$ cat src/rtl/iter_shift_unit.sv
// iter_shift_unit
//   Multi-cycle shift/rotate execution unit. It accepts one decoded shift or
//   rotate request and moves the operand by one bit position per clock until
//   the requested amount is reached. A start/busy/done handshake lets the
//   execute stage stall while the unit works.
//
// Ports
//   clk     in   1      system clock, rising edge
//   rst_n   in   1      asynchronous reset, active-low
//   start   in   1      request, sampled only while idle
//   op      in   3      000 rotate, 001 SLL, 010 SRA, 011 SRL, 1xx illegal
//   flip    in   1      rotate direction for op=000 (0 left, 1 right)
//   shamt   in   SHW    shift amount 0..WIDTH-1
//   a_in    in   WIDTH  operand
//   busy    out  1      high from the cycle after acceptance through the done cycle
//   done    out  1      one-cycle completion pulse
//   err     out  1      high with done for an illegal op
//   result  out  WIDTH  registered result, held until the next accepted start
module iter_shift_unit #(
   parameter int WIDTH = 16,
   parameter int SHW   = 4
) (
   input  logic             clk,
   input  logic             rst_n,
   input  logic             start,
   input  logic [2:0]       op,
   input  logic             flip,
   input  logic [SHW-1:0]   shamt,
   input  logic [WIDTH-1:0] a_in,
   output logic             busy,
   output logic             done,
   output logic             err,
   output logic [WIDTH-1:0] result
);

   typedef enum logic [1:0] {
      IDLE  = 2'd0,
      SHIFT = 2'd1,
      DONE  = 2'd2
   } state_t;

   localparam logic [1:0] OP_ROT = 2'b00;
   localparam logic [1:0] OP_SLL = 2'b01;
   localparam logic [1:0] OP_SRA = 2'b10;
   localparam logic [1:0] OP_SRL = 2'b11;

   state_t           state;
   state_t           state_next;
   logic [SHW-1:0]   count;
   logic [WIDTH-1:0] work;
   logic [WIDTH-1:0] work_step;
   logic [1:0]       op_q;
   logic             flip_q;
   logic [WIDTH-1:0] result_q;
   logic             err_q;
   logic             accept;
   logic             last_step;

   // One-bit move of the working register for the latched operation.
   function automatic logic [WIDTH-1:0] step1(input logic [WIDTH-1:0] r,
                                               input logic [1:0]       o,
                                               input logic             f);
      logic [WIDTH-1:0] s;
      s = r;
      case (o)
         OP_ROT:  s = f ? {r[0], r[WIDTH-1:1]} : {r[WIDTH-2:0], r[WIDTH-1]};
         OP_SLL:  s = {r[WIDTH-2:0], 1'b0};
         OP_SRA:  s = {r[WIDTH-1], r[WIDTH-1:1]};
         OP_SRL:  s = {1'b0, r[WIDTH-1:1]};
         default: s = r;
      endcase
      return s;
   endfunction

   assign accept    = (state == IDLE) && start;
   assign last_step = (count == SHW'(1));
   assign work_step = step1(work, op_q, flip_q);

   always_ff @(posedge clk or negedge rst_n) begin
      if (!rst_n) state <= IDLE;
      else        state <= state_next;
   end

   always_comb begin
      state_next = state;
      case (state)
         IDLE: begin
            if (start) begin
               if (op[2] || (shamt == '0)) state_next = DONE;
               else                        state_next = SHIFT;
            end
         end
         SHIFT:   if (last_step) state_next = DONE;
         DONE:    state_next = IDLE;
         default: state_next = IDLE;
      endcase
   end

   always_ff @(posedge clk or negedge rst_n) begin
      if (!rst_n) begin
         count    <= '0;
         work     <= '0;
         op_q     <= '0;
         flip_q   <= 1'b0;
         result_q <= '0;
         err_q    <= 1'b0;
      end else begin
         if (accept) begin
            op_q   <= op[1:0];
            flip_q <= flip;
            count  <= shamt;
            err_q  <= op[2];
            if (op[2]) begin
               // Illegal op reports a cleared result alongside err.
               work     <= '0;
               result_q <= '0;
            end else begin
               work <= a_in;
               if (shamt == '0) result_q <= a_in;
            end
         end else if (state == SHIFT) begin
            work <= work_step;
            // count is at least 1 in SHIFT, so it never wraps.
            if (count != '0) count <= count - SHW'(1);
            if (last_step) result_q <= work_step;
         end else if (state == DONE) begin
            err_q <= 1'b0;
         end
      end
   end

   assign busy   = (state != IDLE);
   assign done   = (state == DONE);
   assign err    = err_q && (state == DONE);
   assign result = result_q;

endmodule

$ cat config.mk
export PLATFORM = sky130hd
export DESIGN_NAME = iter_shift_unit
export DESIGN_NICKNAME = d
export VERILOG_FILES = /design/src/rtl/iter_shift_unit.sv
export SDC_FILE = /design/constraint.sdc
export NUM_CORES = 1
export LEC_CHECK = 0
export BUFFER_PORTS_ARGS = -buffer_cell sky130_fd_sc_hd__buf_2
export CAP_MARGIN = 40
export CELL_PAD_IN_SITES_DETAIL_PLACEMENT = 0
export CELL_PAD_IN_SITES_GLOBAL_PLACEMENT = 1
export CORE_MARGIN = 2
export CORE_UTILIZATION = 46
export DETAILED_ROUTE_END_ITERATION = 8
export GPL_ROUTABILITY_DRIVEN = 0
export GPL_TIMING_DRIVEN = 0
export PLACE_DENSITY = 0.88
export SYNTH_ARGS = -nofsm -noshare
export SYNTH_HDL_FRONTEND = slang
export SYNTH_SLANG_ARGS = --single-unit
$ cat constraint.sdc
create_clock -name clk -period 3 [get_ports clk]
set_clock_uncertainty 0.2 [all_clocks]
set_input_delay 0.75 -clock clk [delete_from_list [all_inputs] [get_ports clk]]
set_output_delay 0.75 -clock clk [all_outputs]
set_load 0.01 [all_outputs]
==> results of run 1 <==
## metal layers
metal	track usage, %	vias up
met3	4.34	4
met4	6.75	0
li1	-	882
met5	0	-
met2	32.1	55
met1	29.3	887
## metrics by stage
step	hold slack, ns	total power [uW]	util [%]	cell area (um2)
floorplan	0.254	2170	-	2280
global placement	0.278	2550	54.5	2590
detailed placement	0.285	2610	55.1	2620
CTS	0.220	2980	57.0	2710
global route	0.233	3210	57.0	2710
finish	0.211	2970	57.0	2710
## worst reg2reg max path, delay by kind of cell, from the launching register on
kind            cells  cell delay, ns
compound gates      1            0.32
buf+inv             3            0.56
flops               1            0.36
mux                 1            0.30
simple gates        1            0.39
## synth_stat cells (3+ instances only)
library cell | count | area (um2)
ha_1 | 3 | 37.5
o21ai_0 | 21 | 105
nand2b_1 | 11 | 68.8
clkbuf_1 | 8 | 30.0
nand2_1 | 20 | 75.1
inv_1 | 6 | 22.5
a22oi_1 | 14 | 105
mux2_4 | 8 | 120
buf_2 | 4 | 20.0
nor2b_1 | 5 | 31.3
mux2_2 | 22 | 248
nor2_1 | 6 | 22.5
a21oi_1 | 7 | 35.0
a31oi_1 | 14 | 87.6
dfrtp_1 | 42 | 1050
## final timing paths
check	cells after the start	startpoint	endpoint
min	1	rst_n	count[0]$_DFFE_PN0P_
min in group clk	2	err_q$_DFFE_PN0P_	err_q$_DFFE_PN0P_
max reg2reg	6	state[0]$_DFFE_PN0P_	result[8]$_DFFE_PN0P_
max in group asynchronous	2	rst_n	result[8]$_DFFE_PN0P_
min reg2reg	2	err_q$_DFFE_PN0P_	err_q$_DFFE_PN0P_
max	6	start	result[8]$_DFFE_PN0P_
## power breakdown
part	switching, uW	internal, uW
combinational	775	759
sequential	199	861
clock	192	186
## state kept, by name (all words and copies together), names as in the netlist
register and flops:
flip_q 1, state 2, result 16, err_q 1
count 4, op_q 2, work 16
## final cells by class
class	instances	area (um2)
Clock buffer	7	86.3
Fill cell	447	2040
Sequential cell	42	1050
Multi-Input combinational cell	152	1120
Inverter	6	22.5
Clock inverter	1	5.00
Buffer	15	86.3
Timing Repair Buffer	46	253
Tap cell	67	83.8
## kinds of logic after synthesis
group	synth area share, %
compound gates	18.6
fa+ha+maj	1.64
buf+inv	4.77
flops	46.0
mux	16.5
simple gates	12.4
==> metrics.txt, run 1 <==
CP Launch Type=input pin; buffers added on ports=45; Mapped Cells=215; vias in the first global route=1,765; via/cell ratio=5.44; worst endpoint data arrival time=2.25 ns; relative slew slack=59.9%; met2 WL=2440 um; cell area after synthesis=~2300 um2; synthesis-to-layout area growth=18.7%; Post-Place Setup Slack=0.412 ns; clk_lat worst skew=0.29 ns; Max-cap violations=0; post-route setup slack=0.731 ns; worst reg2reg setup slack=0.76 ns; slowest cell on the critical path=or3b_1; Crit path largest cell delay=0.37 ns; Post-CTS Resized=0; Post-CTS Setup Inserts=0; min-delay worst type=in -> async; Cells after DPL=between 300 and 400; post-synthesis register bit count=42; Leakage Power=0.00124 uW; Diodes inserted=0; Post-DP HPWL=3850 um; number of placed I/O pins=46; die area=5540 um2; minimum clock period=2.27 ns; WS Path Type=in -> reg; row cnt=25; Remaining Overflow, GRT=0; core area=4750 um2; Critical Path RT=2.98 ns; largest net degree at the start of global routing=25; RSZ-0062 raised after global routing=no; routed metal-1 wire length=2530 um; DR iter-0 viols=about 120; H-tree depth=2; critical path peak fanout=10; Die Span Y=~74 um; most frequent cells in the layout=49 x buf_2, 42 x dfrtp_1, 22 x mux2_2; Top Layer Used=met4; post-route antenna net violation count=0; CTS max path bufs=2; cts bufs inserted=5; die width=74.5 um; Synth Warn #=0; clock-pin transition on the worst setup and hold timing paths=0.08 ns; clock sink count=42; Via Count=1,828; Fin. Hold Viols=0; EDFF count, synth=0; fmax=0.441 GHz; CTS root buf=clkbuf_8; share of post-route cells with drive strength above 1=about a third; CTS tree=yes; syn_area_per_cell=roughly 11 um2; Slew Limit Fails=0; fin nets=298; gr usage total=20.7%; fin cells=between 300 and 400; Final TNS setup=0 ns; Seq/Total Area, Yosys=~46%; Crit path max-delay family=buffers and inverters; pwr dens=1100 nW/um2; hold_buf cts=0; drt drc=0; Met3 Wirelength=about 240 um; most common cell after layout, fill and taps aside=buf_2; Routed WL per cell=~16 um; Async SR Flop Fraction=between 90% and 100%; Initial Utilization=~48%; Routed WL=between 5000 and 6000 um; actual slew at the worst max-slew pin=0.601 ns; drt pass-1 iters=4; count of cell types in the netlist=39; Peak VDD IR=0.473 mV; first-pass GRT wire length=8580 um; kind of end point of the critical path=register; synthesized net count=245; initial antenna violation count=0; ys flop type=dfrtp_1; crit share post-route=75.6%; Critical path buffers and inverters=3; status=complete, no violations; worst-path cell chain=buf_2, or3b_1, buf_6, o32ai_4, buf_12, mux2_4; final setup fails=0
Note: power is estimated with default switching activity, not from simulation.
==> run 2, diff against run 1 <==
--- a/config.mk
+++ b/config.mk
@@ -5,16 +5,17 @@
 export SDC_FILE = /design/constraint.sdc
 export NUM_CORES = 1
 export LEC_CHECK = 0
+export ABC_AREA = 1
 export BUFFER_PORTS_ARGS = -buffer_cell sky130_fd_sc_hd__buf_2
 export CAP_MARGIN = 40
 export CELL_PAD_IN_SITES_DETAIL_PLACEMENT = 0
 export CELL_PAD_IN_SITES_GLOBAL_PLACEMENT = 1
 export CORE_MARGIN = 2
-export CORE_UTILIZATION = 46
+export CORE_UTILIZATION = 35
 export DETAILED_ROUTE_END_ITERATION = 8
 export GPL_ROUTABILITY_DRIVEN = 0
 export GPL_TIMING_DRIVEN = 0
-export PLACE_DENSITY = 0.88
+export PLACE_DENSITY = 0.79
 export SYNTH_ARGS = -nofsm -noshare
 export SYNTH_HDL_FRONTEND = slang
 export SYNTH_SLANG_ARGS = --single-unit
==> constraint.sdc (replaced) <==
create_clock -name clk -period 1.9 [get_ports clk]
set_clock_uncertainty 0.2 [all_clocks]
set_input_delay 0.475 -clock clk [delete_from_list [all_inputs] [get_ports clk]]
set_output_delay 0.475 -clock clk [all_outputs]
set_load 0.01 [all_outputs]
==> run 2 against run 1 <==
Compared with the run above: area after synthesis is 15% higher; final cell count is 70% higher; register-to-register slack worse by 0.60 ns; clock power is 87% higher; non-clock buffer count is 10 higher; critical path depth is 4 lower; via count is 41% higher; critical endpoint is now err.
==> metrics.txt, run 2 <==
drt drc=0 (unchanged); dpl cell area=3000 um2 (+14%); ys flop type=dfrtp_1; CTS max path bufs=2 (unchanged); most frequent cells after synthesis=239 x nand2_1, 43 x inv_1, 42 x dfrtp_1, 41 x nand3_1, 11 x buf_2; die width=90.6 um (+22%); Mapped Cells=411 (+91%); sw frac=48.2% (+9.0 points); internal power=2670 uW (+48%); FF-to-FF path depth=8 (+2); pwr dens=1620 nW/um2 (+48%); Synth Warn #=0 (unchanged); buffers added on ports=45 (unchanged); Critical path buffers and inverters=1 (-2); EDFF count, synth=0 (unchanged); RSZ-0062 raised after global routing=no; NetSw=2490 uW (+110%); post-synthesis register bit count=42 (unchanged); clock power share=13.7% (+1.0 points); Diodes inserted=0 (unchanged); vias in the first global route=2,522 (+43%); drt pass-1 iters=4 (unchanged); Crit path max-delay family=flip-flops; CTS tree=yes; post-route antenna net violation count=0 (unchanged); cts bufs inserted=5 (unchanged); min-delay worst type=in -> reg; number of placed I/O pins=46 (unchanged); critical path startpoint=state[0]$_DFFE_PN0P_; worst-path cell chain=nor3_1, buf_2; Yosys top cell by area=dfrtp_1; Routed WL per cell=12.2 um (-22%); fin nets=502 (+68%); clk_lat worst skew=0.30 ns (about the same); minimum clock period=1.77 ns; most frequent cells in the layout=239 x nand2_1, 53 x buf_2, 42 x dfrtp_1; synthesis-to-layout area growth=21.4%; Remaining Overflow, GRT=0 (unchanged); synthesized net count=441 (+80%); Post-DP HPWL=5280 um (+37%); first-pass GRT wire length=12,100 um (+41%); Die Span Y=90.6 um (+22%); kind of end point of the critical path=primary output; Final TNS setup=0 ns (unchanged); core area=7250 um2 (+53%); critical path peak fanout=5 (-5); relative slew slack=66.4% (+6.4 points); Routed WL=6950 um (+32%); syn_area_per_cell=6.39 um2 (-40%); WS Path Type=reg -> out; actual slew at the worst max-slew pin=0.505 ns (-0.0964 ns); Crit path largest cell delay=0.46 ns (+0.09 ns); Slew Limit Fails=0 (unchanged); status=complete, no violations; via/cell ratio=4.52 (-17%); most frequent cell after synthesis=nand2_1; Post-Layout Inst Area=3190 um2 (+18%); Critical Path RT=1.22 ns (-1.76 ns); die area=8210 um2 (+48%); Leakage Power=0.00192 uW (+55%); Max-cap violations=0 (unchanged); count of cell types in the netlist=26 (-33%); cell area after synthesis=2630 um2 (+15%); Initial Utilization=36.2% (-12 points); Async SR Flop Fraction=100% (unchanged); H-tree depth=2 (unchanged); fmax=around 0.56 GHz; CTS root buf=clkbuf_8; CP Depth=2 (-4); share of post-route cells with drive strength above 1=18.8% (-16 points); largest net degree at the start of global routing=32 (+28%); Filler cells=769 (+72%); post-synth top area share=40.0% (-6.0 points); worst endpoint data arrival time=1.10 ns (-1.15 ns); row cnt=31 (+24%); crit share post-route=between 90 and 100%; initial antenna violation count=0 (unchanged); synth top area cells=dfrtp_1 40%, nand2_1 34%, nand3_1 7.8%, inv_1 6.1%, buf_2 2.1%; Design Power=5160 uW (+74%); Comb power frac=57.5% (+5.9 points); FF-to-FF Start=state[0]$_DFFE_PN0P_; gr usage total=18.3% (-2.4 points); clock-pin transition on the worst setup and hold timing paths=0.08 ns (about the same); worst reg2reg setup slack=0.16 ns (-0.60 ns); Seq/Total Area, Yosys=40.0% (-6.0 points); Worst Setup EP=err; slowest cell on the critical path=dfrtp_1; Flop pwr share=28.8% (-6.9 points); DR iter-0 viols=155 (+28%); reg2reg end=result[13]$_DFFE_PN0P_; final setup fails=0 (unchanged); Peak VDD IR=0.641 mV (+36%); CP Launch Type=register; Via Count=2,584 (+41%); most common cell after layout, fill and taps aside=nand2_1; Fin. Hold Viols=0 (unchanged); clock sink count=42 (unchanged)
[run 2: cell types whose count changed after synthesis, sizes merged, moves of 11 or more]
cell    delta
nand2b    -11
nand2    +220
o21ai     -11
a31oi     -14
mux2      -30
nand3     +42
inv       +40
a22oi     -14
[run 2: tightest hold or removal path, delay by kind of cell]
family          cells  cell delay, ns
compound gates      1            0.05
simple gates        1            0.04
buf+inv             1            0.09
[run 2: worst min path at each step]
stage                                      start                      to  cells past startpoint
final                                      op[1]     op_q[1]$_DFFE_PN0N_                      3
after floorplan                            rst_n    count[0]$_DFFE_PN0P_                      0
after detailed placement                   rst_n       err_q$_DFFE_PN0P_                      1
after CTS                                  op[1]     op_q[1]$_DFFE_PN0N_                      3
after global routing                       op[1]     op_q[1]$_DFFE_PN0N_                      3
after global placement    result[13]$_DFFE_PN0P_  result[13]$_DFFE_PN0P_                      2
[run 2: cell families after synthesis]
family	count (synthesis)	synth area share, %
and+or+nand+nor	291	45.5
adders and majority gates	3	1.43
DFF	42	40.0
AOI/OAI and AO/OA	12	2.95
buffers and inverters	63	10.1
[run 2: timing repair]
item / 4_1_cts / 5_1_grt
setup buffers: 0 / 8
endpoints found under the hold margin: 11 / 0
resized for setup: 0 / 8
endpoints found under the setup margin: 0 / 27
hold buffers: 1 / 0
[run 2: power by group through the flow]
stage                     logic (uW)  clock network, uW  registers [uW]
after detailed placement        2880                  0            1500
after CTS                       2900                729            1480
after floorplan                 2050                  0            1490
final                           2970                706            1490
after global placement          2830                  0            1490
after global routing            3480                758            1540
[run 2: cell type report]
type | instances | area [um2] | share of cell area [%]
well taps | 99 | 124 | 3.89
flip-flops and latches | 42 | 1050 | 33.0
clock buffers | 6 | 72.6 | 2.28
repair buffers | 55 | 315 | 9.89
inverters | 46 | 175 | 5.49
clock inverters | 2 | 37.5 | 1.18
multi-input cells | 306 | 1320 | 41.4
plain buffers | 16 | 93.8 | 2.94
[run 2: routing by layer]
| layer | up-vias | part of all wire, % | track usage (%) |
|---|---|---|---|
| li1 | 1366 | - | - |
| met1 | 1176 | 50 | 25.7 |
| met2 | 38 | 47 | 30.0 |
| met3 | 4 | 3.0 | 2.34 |
| met4 | 0 | 0.81 | 5.00 |
| met5 | - | 0 | 0 |
[run 2: through the flow]
step | util (%) | hold slack [ns] | cells | setup WS [ns]
after global placement | 41.0 | 0.261 | 555 | -0.00750
final | 44.0 | 0.211 | 572 | 0.129
after floorplan | - | -0.0206 | 411 | 0.364
after CTS | 43.0 | 0.203 | 565 | 0.0662
after detailed placement | 41.3 | 0.185 | 556 | -0.0179
after global routing | 44.0 | 0.214 | 572 | 0.00574
==> run 3, diff against run 2 <==
--- a/config.mk
+++ b/config.mk
@@ -6,7 +6,7 @@
 export NUM_CORES = 1
 export LEC_CHECK = 0
 export ABC_AREA = 1
-export BUFFER_PORTS_ARGS = -buffer_cell sky130_fd_sc_hd__buf_2
+export BUFFER_PORTS_ARGS = -buffer_cell sky130_fd_sc_hd__clkbuf_2
 export CAP_MARGIN = 40
 export CELL_PAD_IN_SITES_DETAIL_PLACEMENT = 0
 export CELL_PAD_IN_SITES_GLOBAL_PLACEMENT = 1
==> run 3 against run 2 <==
Compared with the run above: die area unchanged; flip-flop and latch count unchanged; global-route usage is essentially flat; sequential power about the same; first-iteration DRC count up 4.5%; core utilization fell by 0.24 points; count of clock-buffer cells in the layout unchanged; worst hold slack got worse by 0.011 ns; via count fell by 0.70%; combinational power is 2% lower; critical endpoint unchanged; largest power group unchanged; highest routed layer unchanged.
==> metrics.txt, run 3 (synthesis gave the netlist of run 2 again) <==
final setup fails=0 (unchanged); die area=8210 um2 (unchanged); Flop pwr share=29.2% (+0.4 points); worst-path cell chain=nor3_1, clkbuf_2; Final TNS setup=0 ns (unchanged); Fin. Hold Viols=0 (unchanged); Peak VDD IR=0.732 mV (+14%); Remaining Overflow, GRT=0 (unchanged); sw frac=48.6% (+0.38 points); vias in the first global route=2,489 (-1.3%); fmax=0.559 GHz (-1.0%); actual slew at the worst max-slew pin=0.490 ns (-0.0144 ns); number of placed I/O pins=46 (unchanged); post-route antenna net violation count=0 (unchanged); crit share post-route=94.2% (+0.99 points); Comb power frac=56.8% (-0.7 points); via/cell ratio=4.50 (-0.35%); Post-Layout Inst Area=3170 um2 (-0.55%); CTS max path bufs=2 (unchanged); critical path peak fanout=5 (unchanged); drt pass-1 iters=4 (unchanged); Worst Setup EP=err; Slew Limit Fails=0 (unchanged); H-tree depth=2 (unchanged); Post-DP HPWL=5260 um (-0.45%); relative slew slack=67.3% (+0.96 points); slowest cell on the critical path=dfrtp_1; Max-cap violations=0 (unchanged); CTS root buf=clkbuf_8; FF-to-FF path depth=8 (unchanged); fin nets=500 (-0.40%); kind of end point of the critical path=primary output; worst endpoint data arrival time=1.11 ns (about the same); dpl cell area=3000 um2 (unchanged); clock power share=14.0% (+0.3 points); Critical path buffers and inverters=1 (unchanged); NetSw=2490 uW (+0.22%); Diodes inserted=0 (unchanged); Crit path max-delay family=flip-flops; most frequent cells in the layout=239 x nand2_1, 46 x clkbuf_2, 42 x dfrtp_1; core area=7250 um2 (unchanged); worst reg2reg setup slack=0.16 ns (about the same); synthesis-to-layout area growth=20.7%; die width=90.6 um (unchanged); Leakage Power=0.00190 uW (-0.75%); share of post-route cells with drive strength above 1=18.3% (-0.56 points); internal power=2640 uW (-1.3%); row cnt=31 (unchanged); Initial Utilization=36.2% (unchanged); first-pass GRT wire length=12,100 um (unchanged); min-delay worst type=in -> reg; initial antenna violation count=0 (unchanged); critical path startpoint=state[0]$_DFFE_PN0P_; clock-pin transition on the worst setup and hold timing paths=0.08 ns (about the same); most common cell after layout, fill and taps aside=nand2_1; Design Power=5130 uW (-0.56%); Critical Path RT=1.22 ns (about the same); WS Path Type=reg -> out; Die Span Y=90.6 um (unchanged); Routed WL per cell=12.3 um (+0.90%); fin cells=570 (-0.35%); status=complete, no violations; FF-to-FF Start=state[0]$_DFFE_PN0P_; clock sink count=42 (unchanged); drt drc=0 (unchanged); minimum clock period=1.79 ns (+0.0188 ns); CP Launch Type=register; gr usage total=18.3% (about the same); Cells after DPL=556 (unchanged); pwr dens=1620 nW/um2 (about the same); reg2reg end=result[8]$_DFFE_PN0P_; cts bufs inserted=5 (unchanged); CTS tree=yes; CP Depth=2 (unchanged); clk_lat worst skew=0.30 ns (about the same); Routed WL=6990 um (+0.55%); buffers added on ports=45 (unchanged); DR iter-0 viols=162 (+4.5%); Crit path largest cell delay=0.46 ns (about the same); largest net degree at the start of global routing=32 (unchanged); Via Count=2,566 (-0.70%)
-- run 3: changes by cell type in the layout (fill, tap and decap cells not counted), sizes merged --
cell	change
buf	-46
clkbuf	+44
-- run 3: tightest hold or removal path, delay by kind of cell --
| kind | cells | cell delay, ns |
|---|---|---|
| and+or+nand+nor | 1 | 0.04 |
| buffers and inverters | 1 | 0.08 |
| AOI/OAI and AO/OA | 1 | 0.06 |
-- run 3: per-stage QoR --
stage / util, % / worst slack [ns] / hold WS (ns)
2_1_floorplan: - / 0.364 / -0.0206
5_1_grt: 43.7 / -0.00164 / 0.206
3_5_place_dp: 41.3 / -0.00843 / 0.201
6_report: 43.7 / 0.111 / 0.200
3_3_place_gp: 41.0 / -0.00283 / 0.265
4_1_cts: 43.0 / 0.0639 / 0.195
-- run 3: area by class of cell --
class	instances	area, um2
Tap cell	99	124
Multi-Input combinational cell	306	1320
Sequential cell	42	1050
Buffer	16	91.3
Timing Repair Buffer	53	300
Fill cell	786	4080
Clock inverter	2	37.5
Clock buffer	6	72.6
Inverter	46	175
-- run 3: routing by layer --
layer  track usage (%)  wire length [um]
met5                 0                 0
met4              5.38                57
met3              2.75               202
met2              29.6              3280
met1              25.5              3450
-- run 3: worst min-delay path by stage --
stage,startpoint,endpoint,cells after the start
after floorplan,rst_n,count[0]$_DFFE_PN0P_,0
after global placement,result[13]$_DFFE_PN0P_,result[13]$_DFFE_PN0P_,2
after detailed placement,rst_n,err_q$_DFFE_PN0P_,1
after CTS,op[1],op_q[1]$_DFFE_PN0N_,3
after global routing,flip,flip_q$_DFFE_PN0N_,3
final,op[0],op_q[0]$_DFFE_PN0N_,3
-- run 3: power groups by stage --
stage / logic (uW) / clock network [uW] / registers [uW]
global placement: 2830 / 0 / 1490
finish: 2920 / 719 / 1500
CTS: 2880 / 730 / 1490
detailed placement: 2860 / 0 / 1500
global route: 3420 / 767 / 1540
floorplan: 2050 / 0 / 1490
-- run 3: repair_timing --
action                                  4_1_cts  5_1_grt
endpoints found under the setup margin        0       27
hold endpoints to repair                     11        0
buffers inserted                              0        6
resized for setup                             0        6
hold buffers                                  1        0
